### src/rtl/serial_mag_comp.sv
// Digit-serial WIDTH-bit magnitude comparator: walks both operands MSB-first in
// 2-bit slices through an external 2-bit comparator, with early exit.
module serial_mag_comp #(
  parameter int WIDTH = 8
) (
  input  logic             clk,
  input  logic             rst_n,
  input  logic             start,
  input  logic [WIDTH-1:0] a,
  input  logic [WIDTH-1:0] b,
  output logic [0:1]       slice_a,
  output logic [0:1]       slice_b,
  input  logic             cmp_higher,
  input  logic             cmp_lower,
  input  logic             cmp_same,
  output logic             busy,
  output logic             done,
  output logic             a_gt,
  output logic             a_lt,
  output logic             a_eq,
  output logic             err
);

  localparam int SLICES = WIDTH / 2;
  localparam int CW     = (SLICES > 1) ? $clog2(SLICES) : 1;
  localparam logic [CW-1:0] LAST_IDX = CW'(SLICES - 1);

  typedef enum logic {IDLE, RUN} state_t;

  state_t           state_q, state_d;
  logic [WIDTH-1:0] a_sh_q, a_sh_d, b_sh_q, b_sh_d;
  logic [CW-1:0]    idx_q, idx_d;
  logic             done_q, done_d;
  logic             a_gt_q, a_gt_d, a_lt_q, a_lt_d, a_eq_q, a_eq_d, err_q, err_d;
  logic             resp_onehot;

  assign resp_onehot = ({cmp_higher, cmp_lower, cmp_same} == 3'b100) ||
                       ({cmp_higher, cmp_lower, cmp_same} == 3'b010) ||
                       ({cmp_higher, cmp_lower, cmp_same} == 3'b001);

  always_comb begin
    state_d = state_q;
    a_sh_d  = a_sh_q;
    b_sh_d  = b_sh_q;
    idx_d   = idx_q;
    done_d  = 1'b0;
    a_gt_d  = a_gt_q;
    a_lt_d  = a_lt_q;
    a_eq_d  = a_eq_q;
    err_d   = err_q;
    case (state_q)
      IDLE: begin
        if (start) begin
          a_sh_d  = a;
          b_sh_d  = b;
          idx_d   = '0;
          a_gt_d  = 1'b0;
          a_lt_d  = 1'b0;
          a_eq_d  = 1'b0;
          err_d   = 1'b0;
          state_d = RUN;
        end
      end
      RUN: begin
        // A malformed comparator response aborts before any result is trusted.
        if (!resp_onehot) begin
          err_d   = 1'b1;
          done_d  = 1'b1;
          state_d = IDLE;
        end else if (cmp_higher) begin
          a_gt_d  = 1'b1;
          done_d  = 1'b1;
          state_d = IDLE;
        end else if (cmp_lower) begin
          a_lt_d  = 1'b1;
          done_d  = 1'b1;
          state_d = IDLE;
        end else if (idx_q == LAST_IDX) begin
          a_eq_d  = 1'b1;
          done_d  = 1'b1;
          state_d = IDLE;
        end else begin
          a_sh_d  = a_sh_q << 2;
          b_sh_d  = b_sh_q << 2;
          idx_d   = idx_q + CW'(1);
        end
      end
      default: state_d = IDLE;
    endcase
  end

  always_ff @(posedge clk) begin
    if (!rst_n) begin
      state_q <= IDLE;
      a_sh_q  <= '0;
      b_sh_q  <= '0;
      idx_q   <= '0;
      done_q  <= 1'b0;
      a_gt_q  <= 1'b0;
      a_lt_q  <= 1'b0;
      a_eq_q  <= 1'b0;
      err_q   <= 1'b0;
    end else begin
      state_q <= state_d;
      a_sh_q  <= a_sh_d;
      b_sh_q  <= b_sh_d;
      idx_q   <= idx_d;
      done_q  <= done_d;
      a_gt_q  <= a_gt_d;
      a_lt_q  <= a_lt_d;
      a_eq_q  <= a_eq_d;
      err_q   <= err_d;
    end
  end

  // Slices only leave 00 while running; leftover shift contents stay hidden in IDLE.
  always_comb begin
    slice_a = 2'b00;
    slice_b = 2'b00;
    if (state_q == RUN) begin
      slice_a[0] = a_sh_q[WIDTH-1];
      slice_a[1] = a_sh_q[WIDTH-2];
      slice_b[0] = b_sh_q[WIDTH-1];
      slice_b[1] = b_sh_q[WIDTH-2];
    end
  end

  assign busy = (state_q == RUN);
  assign done = done_q;
  assign a_gt = a_gt_q;
  assign a_lt = a_lt_q;
  assign a_eq = a_eq_q;
  assign err  = err_q;

endmodule

### config.mk
export PLATFORM = sky130hd
export DESIGN_NAME = serial_mag_comp
export DESIGN_NICKNAME = d
export VERILOG_FILES = /design/src/rtl/serial_mag_comp.sv
export SDC_FILE = /design/constraint.sdc
export NUM_CORES = 1
export LEC_CHECK = 0
export ABC_AREA = 1
export BUFFER_PORTS_ARGS = -buffer_cell sky130_fd_sc_hd__buf_2
export CORE_MARGIN = 1.5
export CORE_UTILIZATION = 29
export CTS_BUF_LIST = sky130_fd_sc_hd__clkbuf_8
export DETAILED_ROUTE_END_ITERATION = 8
export SLEW_MARGIN = 40
export SYNTH_ARGS = -nofsm -noshare
export SYNTH_HDL_FRONTEND = slang
export SYNTH_SLANG_ARGS = --single-unit
### constraint.sdc
create_clock -name clk -period 1.7 [get_ports clk]
set_input_delay 0.17 -clock clk [delete_from_list [all_inputs] [get_ports clk]]
set_output_delay 0.17 -clock clk [all_outputs]
set_load 0.005 [all_outputs]
==> impl_metrics.tcl <==
set metrics [dict create \
    run_status "finished, final reports clean" \
    synth-edff-count 0 \
    syn-num-nets 221 \
    final_common_cell "nand2_1" \
    via_count 1273 \
    final_max_slew_viol_count 0 \
    r2r-end "a_sh_q[0]" \
    fraction_of_the_mapped_netlist_area_in_compound_gates_pct 14.8 \
    post_synth_num_cell_types 25 \
    drtIter0Drc 58 \
    timing.critical_path.arrival_ps 1650 \
    die_h_um 76.0 \
    power.share.combinational_pct 23.7 \
    dp_slack_ps 269 \
    wl_um 3040 \
    finalHoldViolations 0 \
    average_cell_area_after_synthesis_sq_um 7.80 \
    drt-vias-per-instance 4.34 \
    cts-root-to-sink-buffers 2 \
    worst_ep_required_time_ps 1910 \
    multiplexer_share_of_the_synthesized_area_pct 0 \
    diodes 0 \
    vdd_drop_max_mv 0.290 \
    clock_h_tree_levels 1 \
    mappedNetlistArea_sq_um 1540 \
    critical_path.cell_chain "ha_1 -> nor2_4 -> nand2_4 -> nand2_8 -> nand2_2 -> nand2_1 -> nand2_1 -> nor2_1" \
    die_width_um 76.0 \
    crit_start "idx_q[0]" \
    boundaryPins 32 \
    max-slew-margin-rel_pct 70.8 \
    synth_xor_xnor_area_share_pct 0 \
    worstHoldPathType "in2reg" \
    post-route-min-period_ps 1450 \
    synth_adder_area_share_pct 0.810 \
    timing.reg2reg.setup_slack_ps 250 \
    postRouteAntennaNets 0 \
    area_delta_synth_final_pct 12.6 \
    clockPowerShare_pct 29.0 \
    setup.worst_path.class "reg2reg" \
    fin_cells 293 \
    power_leakage_nw 0.878 \
    pint_mw 0.938 \
    timing.final.setup_violations 0 \
    setup_tns_ps 0 \
    wire_per_inst_um 10.4 \
    yosys_warnings 0 \
    worst-path-max-fanout 32 \
    postCtsResizedCells 0 \
    critical_path_launch_point_type "flip-flop" \
    endpoint_kind "flip-flop" \
    seqPwrFrac_pct 47.3 \
    global_route.usage.total_pct 11.3 \
    p_per_area_nw_per_um2 770 \
    nNetsFinal 247 \
    grt_remaining_overflow 0 \
    cts-buffers-inserted 3 \
    fp-row-count 26 \
    final_core_utilization_pct 34.0 \
    antenna_violations_before_repair 0 \
    grt_pass1_wl_um 5380 \
    rsz0062_at_grt "no" \
    critical_path.endpoint "a_sh_q[0]" \
    placedCellCount 289 \
    crit-reg2reg-launch "idx_q[0]" \
    grt_pass1_vias 1190 \
    core_region_area_sq_um 5110 \
    min_period_over_period_pct 85.0 \
    clock_sink_count 24 \
    gp_congestion 0.753 \
    timing.critical_path.slowest_stage_cell "dfxtp_1" \
    final_layout_size_suffix_gt1_share_pct 39.9 \
    main_combinational_cell_family_by_area_after_synthesis "simple AND/OR/NAND/NOR gates" \
    cts.clk_slew.worst_paths_ps 80 \
    worst_skew_pair_latency_ps 260 \
    worst_path_most_repeated_cell "nand2_1" \
    synth_simple_gate_area_share_pct 37.9 \
    remaining_drc_errors 0 \
    slowest_cell_delay_on_critical_path_ps 340 \
    clock-skew-final_ps 2.88 \
    number_of_detailed_route_iterations_in_the_first_pass 4 \
    tritoncts "yes" \
    p_switching_mw 0.399 \
    setup_ws_ps 255 \
    grt_max_degree 33 \
    hold_buffers 0 \
    count_of_max_cap_constraint_violations 0 \
    syn-instance-count 198 \
    netSwitchingFraction_pct 29.8 \
    synthFlopType "dfxtp_1" \
    floorplan.die_area_sq_um 5770 \
    post_cts_repair_setup_buffers 0 \
    fraction_of_the_yosys_area_taken_by_sequential_cells_pct 31.1 \
    synthArstFlopShare_pct 0 \
    timing.fmax_mhz 692 \
    place.port_buffers 31 \
    timing.reg2reg.worst_path_depth 8 \
    clockRootBuffer "clkbuf_8" \
    hpwl_um 2060 \
    worst_pin_slew_ps 438 \
    start_util_pct 30.2 \
    synth.ff_latch_count 24 \
    layout.cells.most_common_list "48 x nand2_1, 31 x buf_2, 25 x inv_1" \
]
==> routing by layer <==
layer / share of wire (%) / track usage, % / wire length, um / vias to the layer above
met5: 0 / 0 / 0 / -
met4: 1.1 / 3.89 / 34 / 0
met2: 45 / 18.0 / 1370 / 24
met1: 49 / 14.9 / 1500 / 578
li1: - / - / - / 667
met3: 4.7 / 2.53 / 143 / 4
==> cells in the mapped netlist, types with 2 or more instances <==
library cell / count / area share (%)
nor2_2: 15 / 6.1
buf_2: 3 / 0.97
a21oi_2: 15 / 8.5
nand3_1: 6 / 1.9
inv_1: 25 / 6.1
nand3_2: 15 / 9.7
nand2_8: 2 / 2.6
a21oi_1: 13 / 4.2
buf_12: 3 / 3.9
dfxtp_1: 24 / 31
nor2_1: 10 / 2.4
buf_6: 4 / 2.9
o21a_1: 2 / 0.97
nand2_1: 48 / 12
nand2_4: 2 / 1.5
o21ai_0: 2 / 0.65
==> power by group through the flow <==
| stage | Sequential, mW | Clock (mW) | Combinational [mW] |
|---|---|---|---|
| floorplan | 0.642 | 0 | 0.282 |
| global placement | 0.646 | 0 | 0.319 |
| detailed placement | 0.647 | 0 | 0.321 |
| CTS | 0.634 | 0.406 | 0.322 |
| global route | 0.640 | 0.435 | 0.355 |
| finish | 0.633 | 0.388 | 0.317 |
==> metrics by stage <==
step | total power, mW | hold WS, ps | cell area (sq um)
global placement | 0.964 | 444 | 1680
CTS | 1.36 | 206 | 1740
global route | 1.43 | 203 | 1740
finish | 1.34 | 212 | 1740
floorplan | 0.924 | 312 | 1540
detailed placement | 0.967 | 458 | 1680
==> worst max-delay path, delay by kind of cell (launching register included) <==
kind	cells	cell delay [ps]
AND/OR/NAND/NOR	7	790
adder cells (fa/ha/maj)	1	250
flip-flops	1	340
==> worst min path at each step <==
| stage | to | cells after the start | start | slack [ps] |
|---|---|---|---|---|
| 4_1_cts | a_gt | 3 | cmp_higher | 210 |
| 6_report | a_gt | 3 | cmp_higher | 210 |
| 2_1_floorplan | a_lt | 2 | rst_n | 310 |
| 3_3_place_gp | err | 2 | err | 440 |
| 3_5_place_dp | err | 2 | err | 460 |
| 5_1_grt | a_gt | 3 | cmp_higher | 200 |
==> cells by family after synthesis <==
logic type	count (synthesis)
AND/OR/NAND/NOR	102
adder cells (fa/ha/maj)	1
flip-flops	24
buffers and inverters	38
AO/OA/AOI/OAI	33
==> layout make-up <==
class | count | area [sq um]
clock buffer | 4 | 55.1
fill | 578 | 3370
inverter | 26 | 105
multi-input combinational | 136 | 827
sequential | 24 | 480
tap | 70 | 87.6
timing repair buffer | 33 | 183
==> state kept, by name, indices dropped and copies added, names as in the netlist <==
signal  cells
busy        1
err         1
b_sh_q      8
a_gt        1
done        1
a_eq        1
a_lt        1
a_sh_q      8
idx_q       2
No activity file was read; power rests on OpenSTA's default activity.
